### src/rtl/stream_source_pkg.sv
// Shared types and constants for the multi-channel stream source.
package stream_source_pkg;

    typedef enum logic [1:0] {
        StIdle,
        StSend,
        StGap
    } state_e;

    typedef enum logic [1:0] {
        ModeCnt  = 2'd0,
        ModeLfsr = 2'd1,
        ModeId   = 2'd2,
        ModeRsvd = 2'd3
    } mode_e;

    // x^32 + x^22 + x^2 + x + 1, taps at bit positions 31, 21, 1, 0
    localparam logic [31:0] LfsrSeed = 32'h0000_0001;
    localparam logic [31:0] LfsrTaps = 32'h8020_0003;

    // One Fibonacci step: shift left, feed back XOR of the tapped bits
    function automatic logic [31:0] lfsr_next(input logic [31:0] s);
        return {s[30:0], ^(s & LfsrTaps)};
    endfunction

endpackage

### src/rtl/lfsr32.sv
// 32-bit Fibonacci LFSR that advances only when step is high.
module lfsr32 (
    input  logic        clk,
    input  logic        rst_n,
    input  logic        step,
    output logic [31:0] q
);
    import stream_source_pkg::*;

    logic [31:0] q_q;

    // LFSR state register, seeded on reset
    always_ff @(posedge clk or negedge rst_n) begin
        if (!rst_n) begin
            q_q <= LfsrSeed;
        end else if (step) begin
            q_q <= lfsr_next(q_q);
        end
    end

    assign q = q_q;

endmodule

### src/rtl/multi_chan_stream_source.sv
// Round-robin multi-channel packet generator on a valid/ready stream.
module multi_chan_stream_source #(
    parameter int unsigned DATA_W   = 8,
    parameter int unsigned CHANNELS = 4,
    parameter int unsigned PKT_LEN  = 4,
    parameter int unsigned GAP      = 16
) (
    input  logic                                          clk,
    input  logic                                          rst_n,
    input  logic                                          en,
    input  logic [1:0]                                    mode,
    input  logic                                          ready,
    output logic                                          valid,
    output logic [DATA_W-1:0]                             data,
    output logic                                          last,
    output logic [$clog2((CHANNELS > 1) ? CHANNELS : 2)-1:0] id,
    output logic [15:0]                                   pkt_cnt
);
    import stream_source_pkg::*;

    localparam int unsigned IdW   = $clog2((CHANNELS > 1) ? CHANNELS : 2);
    localparam int unsigned BeatW = (PKT_LEN > 1) ? $clog2(PKT_LEN) : 1;

    state_e            state_q, state_d;
    mode_e             mode_q, mode_d;
    logic [BeatW-1:0]  beat_q, beat_d;
    logic [IdW-1:0]    id_q, id_d;
    logic [15:0]       pkt_q, pkt_d;
    logic [7:0]        gap_q, gap_d;
    logic [DATA_W-1:0] cnt_q [CHANNELS];
    logic [DATA_W-1:0] cnt_d [CHANNELS];

    logic        xfer;
    logic        last_beat;
    logic        start;
    logic        lfsr_step;
    logic [31:0] lfsr_q;
    logic        unused_lfsr;

    assign valid     = (state_q == StSend);
    assign xfer      = valid && ready;
    assign last_beat = (beat_q == BeatW'(PKT_LEN - 1));
    assign last      = valid && last_beat;
    assign id        = id_q;
    assign pkt_cnt   = pkt_q;
    assign lfsr_step = xfer && (mode_q == ModeLfsr);
    // Only the low DATA_W bits reach the output; fold the rest away
    assign unused_lfsr = ^lfsr_q;

    lfsr32 u_lfsr (
        .clk   (clk),
        .rst_n (rst_n),
        .step  (lfsr_step),
        .q     (lfsr_q)
    );

    // Next-state logic: FSM, beat/gap counters, packet context, channel counters
    always_comb begin
        state_d = state_q;
        mode_d  = mode_q;
        beat_d  = beat_q;
        id_d    = id_q;
        pkt_d   = pkt_q;
        gap_d   = gap_q;
        cnt_d   = cnt_q;
        start   = 1'b0;
        unique case (state_q)
            StIdle: begin
                if (en) start = 1'b1;
            end
            StSend: begin
                if (xfer) begin
                    cnt_d[id_q] = cnt_q[id_q] + DATA_W'(1);
                    if (last_beat) begin
                        pkt_d  = pkt_q + 16'd1;
                        id_d   = (id_q == IdW'(CHANNELS - 1)) ? '0 : id_q + IdW'(1);
                        beat_d = '0;
                        if (GAP > 0) begin
                            state_d = StGap;
                            gap_d   = 8'(GAP - 1);
                        end else if (en) begin
                            start = 1'b1;
                        end else begin
                            state_d = StIdle;
                        end
                    end else begin
                        beat_d = beat_q + BeatW'(1);
                    end
                end
            end
            StGap: begin
                if (gap_q == 8'd0) begin
                    if (en) start = 1'b1;
                    else    state_d = StIdle;
                end else begin
                    gap_d = gap_q - 8'd1;
                end
            end
            default: state_d = StIdle;
        endcase
        // Packet start: load context, mode is frozen for the whole packet
        if (start) begin
            state_d = StSend;
            beat_d  = '0;
            mode_d  = mode_e'(mode);
        end
    end

    // State and context registers
    always_ff @(posedge clk or negedge rst_n) begin
        if (!rst_n) begin
            state_q <= StIdle;
            mode_q  <= ModeCnt;
            beat_q  <= '0;
            id_q    <= '0;
            pkt_q   <= '0;
            gap_q   <= '0;
            for (int i = 0; i < int'(CHANNELS); i++) cnt_q[i] <= '0;
        end else begin
            state_q <= state_d;
            mode_q  <= mode_d;
            beat_q  <= beat_d;
            id_q    <= id_d;
            pkt_q   <= pkt_d;
            gap_q   <= gap_d;
            cnt_q   <= cnt_d;
        end
    end

    // Payload select; reserved mode falls back to the channel counter
    always_comb begin
        data = '0;
        if (valid) begin
            case (mode_q)
                ModeLfsr: data = lfsr_q[DATA_W-1:0];
                ModeId:   data = DATA_W'(id_q);
                default:  data = cnt_q[id_q];
            endcase
        end
    end

endmodule
### config.mk
export PLATFORM = sky130hd
export DESIGN_NAME = multi_chan_stream_source
export DESIGN_NICKNAME = d
export VERILOG_FILES = /design/src/rtl/stream_source_pkg.sv /design/src/rtl/lfsr32.sv /design/src/rtl/multi_chan_stream_source.sv
export SDC_FILE = /design/constraint.sdc
export NUM_CORES = 1
export LEC_CHECK = 0
export ABC_AREA = 1
export BUFFER_PORTS_ARGS = -buffer_cell sky130_fd_sc_hd__buf_2
export CAP_MARGIN = 20
export CORE_MARGIN = 2
export CORE_UTILIZATION = 65
export CTS_CLUSTER_SIZE = 10
export DETAILED_ROUTE_END_ITERATION = 12
export GPL_ROUTABILITY_DRIVEN = 1
export PLACE_DENSITY_LB_ADDON = 0.1
export SLEW_MARGIN = 10
export SYNTH_ARGS = -nofsm -noshare
export SYNTH_HDL_FRONTEND = slang
export SYNTH_HIERARCHICAL = 1
export SYNTH_SLANG_ARGS = --single-unit
### constraint.sdc
create_clock -name clk -period 4 [get_ports clk]
set_clock_uncertainty 0.1 [all_clocks]
set_input_delay 0.8 -clock clk [delete_from_list [all_inputs] [get_ports clk]]
set_output_delay 0.8 -clock clk [all_outputs]
set_load 0.02 [all_outputs]
==> out/qor.yml, run 1 <==
die:
  ios: 34
  die-width_um: 92.0
  core_um2: 7610
  die_h_um: 92.0
  start_util_pct: 66.2
  num_rows: 32
  die-area_um2: 8470
timing:
  worst-slew-pin-transition_ns: 0.772
  fin_tns_setup_ns: 0
  finalSetupViolCount: 0
  maxSlewViolCount: 0
  min_period_ns: 3.27
  slew_headroom_pct: 48.5
  fmax_mhz: 306
  fin_crit_sh_pct: 81.7
  whs_ns: 0.369
  rsz0062_at_grt: "false"
  hold_violations: 0
routing:
  wl_per_cell_um: 13.3
  route.detailed.vias_per_inst: 5.15
  m1WireLength_mm: 4.67
  ant_nets: 0
  route.met3.wl_um: 475
  wl_met2_mm: 4.54
  dr_total_vias: 3833
  first_pass_iters: 4
  drc: 0
  wirelength_mm: 9.91
  drt_iter0_drc: 208
  top_layer: "met4"
grt:
  grt_pass1_wl_mm: 17.1
  grtUsageTotal_pct: 25.3
  grt_pass1_vias: 3782
  grt_max_degree: 59
  antenna_found_initial: 0
  gr-total-overflow: 0
logic_synthesis:
  yosys.area.top_type: "dfrtp_1"
  netlist_area_um2: 5040
  synthCells: 608
  synth_nets: 625
  synth.most_common_cell: "nand2_1"
  syn_area_per_cell_um2: 8.28
  synth_seq_area_share_pct: 47.7
  yosys_warnings: 6
  synth_edf_count: 0
  netlist_top_cells_count: "222 x nand2_1, 95 x dfrtp_1, 66 x inv_1, 38 x nand3_1, 36 x o21ai_0"
  synthTopCellsByArea: "dfrtp_1 47%, nand2_1 17%, inv_1 4.9%"
  synth_ff_type: "dfrtp_1"
  synth_top_area_share_pct: 47.2
  synthArstFlopShare_pct: 100
  ys_ff_latch: 96
  netlist-cell-type-count: 36
finish:
  fillCellCount: 597
  drive_gt1_share_pct: 15.9
  diodes: 0
  area_growth_pct: 7.06
  design_area_um2: 5390
  final_cells: 744
  nNetsFinal: 654
clock_tree:
  ctsHoldBuffers: 0
  numCtsBuffers: 9
  cts_root_buf: "clkbuf_8"
  ctsResizeCount: 0
  cts_max_level: 3
  tritoncts: "yes"
  numClockSinks: 96
  clk_transition_reported_paths_ns: 0.10
  clk_latency_ns: 0.37
  cts_setup_buffers: 0
  max-clock-path-buffers: 2
setup_path:
  critPathKind: "flop to primary output"
  worstPathArrival_ns: 2.37
  crit_buf_inv: 2
  critPathMostFrequentCell: "nand2_1"
  worst_ep_required_time_ns: 3.10
  path_cells: "inv_2 -> nand2_1 -> nand3_1 -> nand2_1 -> nand2_1 -> a21oi_1 -> buf_2"
  startpoint_type: "flop"
  critPathTopFamily: "flip-flops"
  critical_path.max_fanout: 23
  critPathSlowestCell: "dfrtp_1"
  crit_path_end_kind: "primary output"
  max_stage_delay_ns: 0.85
power_and_ir_drop:
  p_per_area_nw_per_um2: 745
  peakVddDrop_mv: 0.353
  power_mw: 4.02
  p_leak_nw: 2.83
place:
  port_buffers: 33
  hpwlAfterDp_mm: 6.98
  place.gp.congestion: 0.877
  dp_cells: 728
  place_area_um2: 5200
run_status:
  status: "finished clean"
worst_hold_path:
  hold_path.class: "primary input to async pin"
run:
  max_cap_violations: 0
==> placed cells by master, fill, tap and decap left out, types with 2 or more instances in the layout <==
cell type and n:
a21oi_1 12, buf_2 32, buf_4 4, clkbuf_8 9, clkinv_4 2, dfrtp_1 95
ha_1 11, inv_1 66, inv_2 4, inv_6 2, inv_8 3, nand2_1 222
nand2_2 8, nand2_4 4, nand3_1 38, nand3_2 3, nand4_1 5, nor2_1 18
nor2_2 4, nor2_4 5, nor2_8 2, nor3_1 4, nor3_2 2, o21ai_0 36
o21ai_1 9, o21ai_2 13, xnor2_1 4, xor2_1 16
==> where the power goes <==
group,switching (mW),total [mW],internal (mW)
clock,0.376,0.622,0.246
sequential,0.281,1.61,1.33
combinational,1.20,1.79,0.581
==> layout make-up <==
cell class / instances / area [um2] / area share (%)
inverters: 71 / 269 / 4.99
well taps: 102 / 128 / 2.37
repair buffers: 36 / 190 / 3.53
clock buffers: 9 / 124 / 2.30
multi-input cells: 423 / 2210 / 41.0
clock inverters: 7 / 68.8 / 1.28
flip-flops and latches: 96 / 2400 / 44.6
==> through the flow <==
| step | setup WS [ns] | utilization, % |
|---|---|---|
| floorplan | 1.55 | - |
| global placement | 1.26 | 68.3 |
| detailed placement | 1.18 | 68.3 |
| CTS | 0.782 | 70.9 |
| global route | 0.529 | 70.9 |
| finish | 0.731 | 70.9 |
==> sequential cells by signal, indices dropped and copies added, names as in the netlist <==
register / flops
gap_q: 8
state_q: 2
mode_q: 2
u_lfsr/q: 32
cnt_q: 32
beat_q: 2
id: 2
pkt_cnt: 16
==> cell families after synthesis <==
kind of cell	after synthesis	share of synthesized area [%]
adder cells (fa/ha/maj)	11	2.73
XOR/XNOR	21	3.80
buffers and inverters	89	8.47
AND/OR/NAND/NOR	316	28.3
AO/OA/AOI/OAI	75	8.92
flip-flops	96	47.7
==> path summary, 6_finish.rpt <==
path	startpoint	endpoint	slack [ns]	depth (start not counted)
max	id[0]	data[5]	0.73	7
min	rst_n	gap_q[4]	0.37	1
max reg2reg	id[0]	cnt_q[22]	1.36	11
min reg2reg	u_lfsr/q[29]	u_lfsr/q[30]	0.38	2
max in group asynchronous	rst_n	pkt_cnt[12]	2.68	2
min in group clk	u_lfsr/q[29]	u_lfsr/q[30]	0.38	2
==> worst reg2reg max path: cells and delay by family, from the launching register on <==
| kind | cells | cell delay [ns] |
|---|---|---|
| flops | 1 | 0.68 |
| simple gates | 7 | 0.97 |
| fa+ha+maj | 1 | 0.16 |
| buf+inv | 3 | 0.65 |
==> metal layers <==
layer,track usage (%),vias to the layer above
met4,11.6,0
met3,3.86,20
li1,-,1958
met2,40.0,94
met1,34.9,1761
met5,0,-
Power figures use the tool's default switching activity.
==> run 2, diff against run 1 <==
- CORE_UTILIZATION: 65 -> 61
- clock period: 4 -> 3.3 ns (I/O delays scaled with it)
==> run 2 against run 1 <==
Global-route usage down 1.4 points. Clock-buffer cell count unchanged. Combinational power up 25%. Die area up 6.3%. Critical path depth down 1. Sequential cell count unchanged. Via count up 0.18%. Cell area up 0.49%.
==> out/qor.yml, run 2 (synthesis results as in run 1) <==
setup_path:
  crit_path_end_kind: "primary output"
  r2r_cells: 12  # +1
  worst_ep_required_time_ns: 2.54  # -0.56 ns
  worstPathArrival_ns: 2.26  # -0.11 ns
  critPathSlowestCell: "ha_1"
  max_stage_delay_ns: 0.44  # -0.41 ns
  r2r_setup_slack_ns: 0.86  # -0.50 ns
  critical_path.max_fanout: 11  # -52%
  startpoint_type: "flop"
  critPathKind: "flop to primary output"
  path_cells: "inv_1 -> ha_1 -> nor2_1 -> a22oi_1 -> a21oi_1 -> buf_2"
grt:
  grt_pass1_wl_mm: 16.8  # -1.5%
  grtUsageTotal_pct: 24.0  # -1.4 points
  grt_max_degree: 51  # -14%
  gr-total-overflow: 0  # unchanged
  grt_pass1_vias: 3761  # -0.56%
  antenna_found_initial: 0  # unchanged
routing:
  wl_per_cell_um: 13.0  # -2.7%
  drc: 0  # unchanged
  first_pass_iters: 4  # unchanged
  drt_iter0_drc: 165  # -21%
  ant_nets: 0  # unchanged
  wirelength_mm: 9.71  # -2.0%
  dr_total_vias: 3840  # +0.18%
  route.detailed.vias_per_inst: 5.13  # -0.49%
place:
  hpwlAfterDp_mm: 6.79  # -2.7%
  place.gp.congestion: 0.892  # +1.7%
  dp_slack_ns: 0.702  # -0.479 ns
  port_buffers: 33  # unchanged
clock_tree:
  numClockSinks: 96  # unchanged
  clk_transition_reported_paths_ns: 0.10  # about the same
  clk_latency_ns: 0.37  # about the same
  ctsResizeCount: 0  # unchanged
  max-clock-path-buffers: 2  # unchanged
  cts_max_level: 3  # unchanged
  cts_root_buf: "clkbuf_8"
  cts_setup_buffers: 0  # unchanged
  ctsHoldBuffers: 0  # unchanged
  tritoncts: "yes"
  numCtsBuffers: 9  # unchanged
power_and_ir_drop:
  p_per_area_nw_per_um2: 897  # +20%
  intPower_mw: 2.62  # +22%
  peakVddDrop_mv: 0.425  # +20%
  p_switching_mw: 2.24  # +20%
  power_mw: 4.86  # +21%
  clockPowerShare_pct: 15.1  # -0.4 points
  seqPwrFrac_pct: 39.0  # -1.1 points
  combPwrFrac_pct: 45.9  # +1.4 points
  p_leak_nw: 2.84  # +0.13%
  p_sw_share_pct: 46.0  # -0.32 points
die:
  start_util_pct: 62.2  # -4.0 points
  die-area_um2: 9000  # +6.3%
  core_um2: 8090  # +6.4%
  die-width_um: 94.9  # +3.1%
  ios: 34  # unchanged
  num_rows: 33  # +3.1%
  die_h_um: 94.9  # +3.1%
run:
  max_cap_violations: 0  # unchanged
finish:
  final_common_cell: "nand2_1"
  nNetsFinal: 656  # +0.31%
  mostFrequentLayoutCells: "222 x nand2_1, 95 x dfrtp_1, 66 x inv_1, 38 x nand3_1, 36 x o21ai_0"
  drive_gt1_share_pct: 16.1  # +0.26 points
  area_growth_pct: 7.58
  diodes: 0  # unchanged
timing:
  worst_slack_ns: 0.278  # -0.453 ns
  min_period_ns: 3.02
  fin_crit_sh_pct: 91.6
  finalSetupViolCount: 0  # unchanged
  hold_violations: 0  # unchanged
  maxSlewViolCount: 0  # unchanged
  fmax_mhz: 331
  worst-slew-pin-transition_ns: 0.588  # -0.184 ns
  fin_tns_setup_ns: 0  # unchanged
  rsz0062_at_grt: "false"
  slew_headroom_pct: 60.8  # +12 points
worst_hold_path:
  hold_path.class: "primary input to async pin"
run_status:
  status: "finished clean"
run 2: cell types whose count changed in the layout (fill, tap and decap cells not counted), sizes merged:
cell	delta
clkinvlp	+2
buf	+2
inv	-2
run 2: metal layers:
layer  vias up  wire, um  track usage, %
met5         -         0               0
met4         0       238            11.0
met3        21       330            3.35
met2        69      4430            36.6
met1      1784      4720            34.0
li1       1966         -               -
run 2: power groups by stage:
stage               combinational, mW  sequential [mW]  clock [mW]
detailed placement               2.22             1.91           0
global placement                 2.17             1.90           0
finish                           2.23             1.89       0.733
CTS                              2.23             1.89       0.754
global route                     2.54             1.95       0.805
floorplan                        1.76             1.89           0
run 2: cell type report:
| cell class | instances | area [um2] |
|---|---|---|
| Fill cell | 732 | 2680 |
| Sequential cell | 96 | 2400 |
| Multi-Input combinational cell | 423 | 2210 |
| Inverter | 71 | 269 |
| Timing Repair Buffer | 38 | 218 |
| Tap cell | 105 | 131 |
| Clock buffer | 9 | 124 |
| Clock inverter | 7 | 63.8 |
run 2: critical path: cells and delay by family (launching register included):
kind,cells,cell delay [ns]
adders and majority gates,1,0.44
buffers and inverters,2,0.27
AOI/OAI and AO/OA,2,0.38
and+or+nand+nor,1,0.43
DFF,1,0.38
run 2: worst paths after layout:
check	startpoint	end
max in group asynchronous	rst_n	u_lfsr/q[0]
min reg2reg	cnt_q[1]	cnt_q[1]
max	mode_q[0]	data[1]
max reg2reg	id[0]	cnt_q[4]
min in group clk	cnt_q[1]	cnt_q[1]
min	rst_n	gap_q[4]
run 2: stage by stage:
stage / hold WS (ns) / utilization, % / std cells / cell area, um2
after floorplan: 0.264 / - / 608 / 5040
after global placement: 0.355 / 64.6 / 733 / 5230
after detailed placement: 0.363 / 64.6 / 733 / 5230
after CTS: 0.207 / 66.9 / 749 / 5420
after global routing: 0.237 / 66.9 / 749 / 5420
final: 0.176 / 66.9 / 749 / 5420
==> run 3, diff against run 2 <==
- CORE_ASPECT_RATIO: unset -> 0.9
==> run 3 against run 2 <==
Global-route usage rose by 0.26 points. Worst setup slack better by 0.16 ns. Utilization is 0.73 points higher. Sequential power up 2%. Via count up 1.8%. Register-to-register slack got worse by 0.04 ns. Die area about the same. Cell area rose by 0.30%. Maximum frequency grew 5.6%. Non-clock buffer count fell by 2. Final cell count fell by 1.1%. Critical endpoint is now data[3]. Highest routed layer unchanged.
==> out/qor.yml, run 3 (synthesis results as in run 1) <==
die:
  ios: 34  # unchanged
  core_um2: 8030  # -0.79%
  die-area_um2: 9000  # about the same
  die-width_um: 99.8  # +5.2%
  die_h_um: 90.2  # -4.9%
  num_rows: 31  # -6.1%
  start_util_pct: 62.7  # +0.49 points
setup_path:
  crit_buf_inv: 2  # unchanged
  critical_path.max_fanout: 11  # unchanged
  worstPathArrival_ns: 2.10  # -0.16 ns
  worst_ep_required_time_ns: 2.54  # about the same
  cp_num_cells: 6  # unchanged
  r2r_cells: 12  # unchanged
  reg2reg_from: "id[1]"
  r2r_setup_slack_ns: 0.82  # -0.04 ns
  critPathSlowestCell: "ha_1"
  path_cells: "inv_1 -> ha_1 -> nor2_1 -> nand2_1 -> a21oi_1 -> buf_2"
  reg2reg_to: "cnt_q[4]"
  crit_path_end_kind: "primary output"
  max_stage_delay_ns: 0.41  # -0.03 ns
  critPathKind: "flop to primary output"
  critPathTopFamily: "simple AND/OR/NAND/NOR gates"
  startpoint_type: "flop"
place:
  dp_cells: 725  # -1.1%
  hpwlAfterDp_mm: 7.22  # +6.3%
  port_buffers: 33  # unchanged
  place_area_um2: 5210  # -0.43%
  dp_slack_ns: 0.826  # +0.124 ns
  place.gp.congestion: 0.919  # +3.0%
routing:
  wirelength_mm: 10.2  # +4.9%
  dr_total_vias: 3909  # +1.8%
  drt_iter0_drc: 223  # +35%
  first_pass_iters: 5  # +1
  drc: 0  # unchanged
  route.detailed.vias_per_inst: 5.28  # +2.9%
  wl_per_cell_um: 13.7  # +6.0%
  ant_nets: 0  # unchanged
grt:
  grt_pass1_wl_mm: 17.5  # +3.6%
  grtUsageTotal_pct: 24.2  # +0.26 points
  gr-total-overflow: 0  # unchanged
  grt_pass1_vias: 3733  # -0.74%
  grt_max_degree: 53  # +3.9%
  antenna_found_initial: 0  # unchanged
timing:
  rsz0062_at_grt: "false"
  min_period_ns: 2.86  # -0.160 ns
  worst-slew-pin-transition_ns: 0.556  # -0.0320 ns
  finalSetupViolCount: 0  # unchanged
  hold_violations: 0  # unchanged
  fmax_mhz: 349  # +5.6%
  whs_ns: 0.175  # -0.000893 ns
  slew_headroom_pct: 62.9  # +2.1 points
  worst_slack_ns: 0.437  # +0.160 ns
  fin_tns_setup_ns: 0  # unchanged
  fin_crit_sh_pct: 86.7  # -4.8 points
  maxSlewViolCount: 0  # unchanged
run_status:
  status: "finished clean"
worst_hold_path:
  hold_path.class: "primary input to async pin"
finish:
  final_core_util_pct: 67.7  # +0.73 points
  drive_gt1_share_pct: 15.9  # -0.26 points
  area_growth_pct: 7.90
  mostFrequentLayoutCells: "222 x nand2_1, 95 x dfrtp_1, 66 x inv_1, 38 x nand3_1, 36 x o21ai_0"
  final_cells: 741  # -1.1%
  final_common_cell: "nand2_1"
  diodes: 0  # unchanged
  nNetsFinal: 654  # -0.30%
  design_area_um2: 5430  # +0.30%
  fillCellCount: 692  # -5.5%
power_and_ir_drop:
  p_sw_share_pct: 44.9  # -1.1 points
  intPower_mw: 2.76  # +5.2%
  power_mw: 5.01  # +3.2%
  p_leak_nw: 2.85  # +0.40%
  p_per_area_nw_per_um2: 922  # +2.9%
  clockPowerShare_pct: 17.3  # +2.2 points
  p_switching_mw: 2.25  # +0.73%
  seqPwrFrac_pct: 38.5  # -0.5 points
  combPwrFrac_pct: 44.1  # -1.8 points
  peakVddDrop_mv: 0.542  # +27%
clock_tree:
  numCtsBuffers: 9  # unchanged
  ctsHoldBuffers: 0  # unchanged
  tritoncts: "yes"
  cts_setup_buffers: 0  # unchanged
  cts_max_level: 3  # unchanged
  ctsResizeCount: 0  # unchanged
  max-clock-path-buffers: 2  # unchanged
  clk_latency_ns: 0.37  # about the same
  cts_root_buf: "clkbuf_8"
  clk_transition_reported_paths_ns: 0.10  # about the same
  numClockSinks: 96  # unchanged
run:
  max_cap_violations: 0  # unchanged
## run 3: cell type report
type | count | area [um2] | share of cell area [%]
sequential | 96 | 2400 | 44.2
tap | 99 | 124 | 2.28
inverter | 71 | 269 | 4.95
clock inverter | 7 | 103 | 1.89
multi-input combinational | 423 | 2210 | 40.6
clock buffer | 9 | 124 | 2.28
timing repair buffer | 36 | 203 | 3.73
## run 3: layer usage
| layer | GRT usage (%) | share of wire (%) | up-vias | wire [um] |
|---|---|---|---|---|
| met1 | 32.4 | 45 | 1850 | 4620 |
| met2 | 40.3 | 49 | 83 | 5000 |
| met5 | 0 | 0 | - | 0 |
| li1 | - | - | 1961 | - |
| met3 | 4.59 | 4.1 | 15 | 422 |
| met4 | 6.96 | 1.4 | 0 | 140 |
## run 3: worst max path at each step
stage | from | endpoint | slack [ns]
finish | mode_q[0] | data[3] | 0.44
global route | id[1] | data[0] | 0.29
CTS | id[1] | data[0] | 0.41
detailed placement | id[1] | data[0] | 0.83
global placement | id[1] | data[0] | 0.89
floorplan | id[0] | data[0] | 0.99
## run 3: power groups by stage
| stage | Clock (mW) | Sequential [mW] | Combinational, mW |
|---|---|---|---|
| floorplan | 0 | 1.89 | 1.76 |
| global placement | 0 | 1.93 | 2.14 |
| detailed placement | 0 | 1.94 | 2.21 |
| CTS | 0.887 | 1.93 | 2.22 |
| global route | 0.932 | 1.98 | 2.48 |
| finish | 0.868 | 1.93 | 2.21 |
## run 3: worst register-to-register path, stage by stage (launching register included)
cell and delay (ns):
dfrtp_1 0.56, inv_2 0.33, a21oi_1 0.08, o21ai_0 0.08, nand2_1 0.15, inv_1 0.17
ha_1 0.18, inv_1 0.06, nor2_2 0.19, inv_1 0.09, o21ai_1 0.12, nand2_1 0.12
o21ai_1 0.17
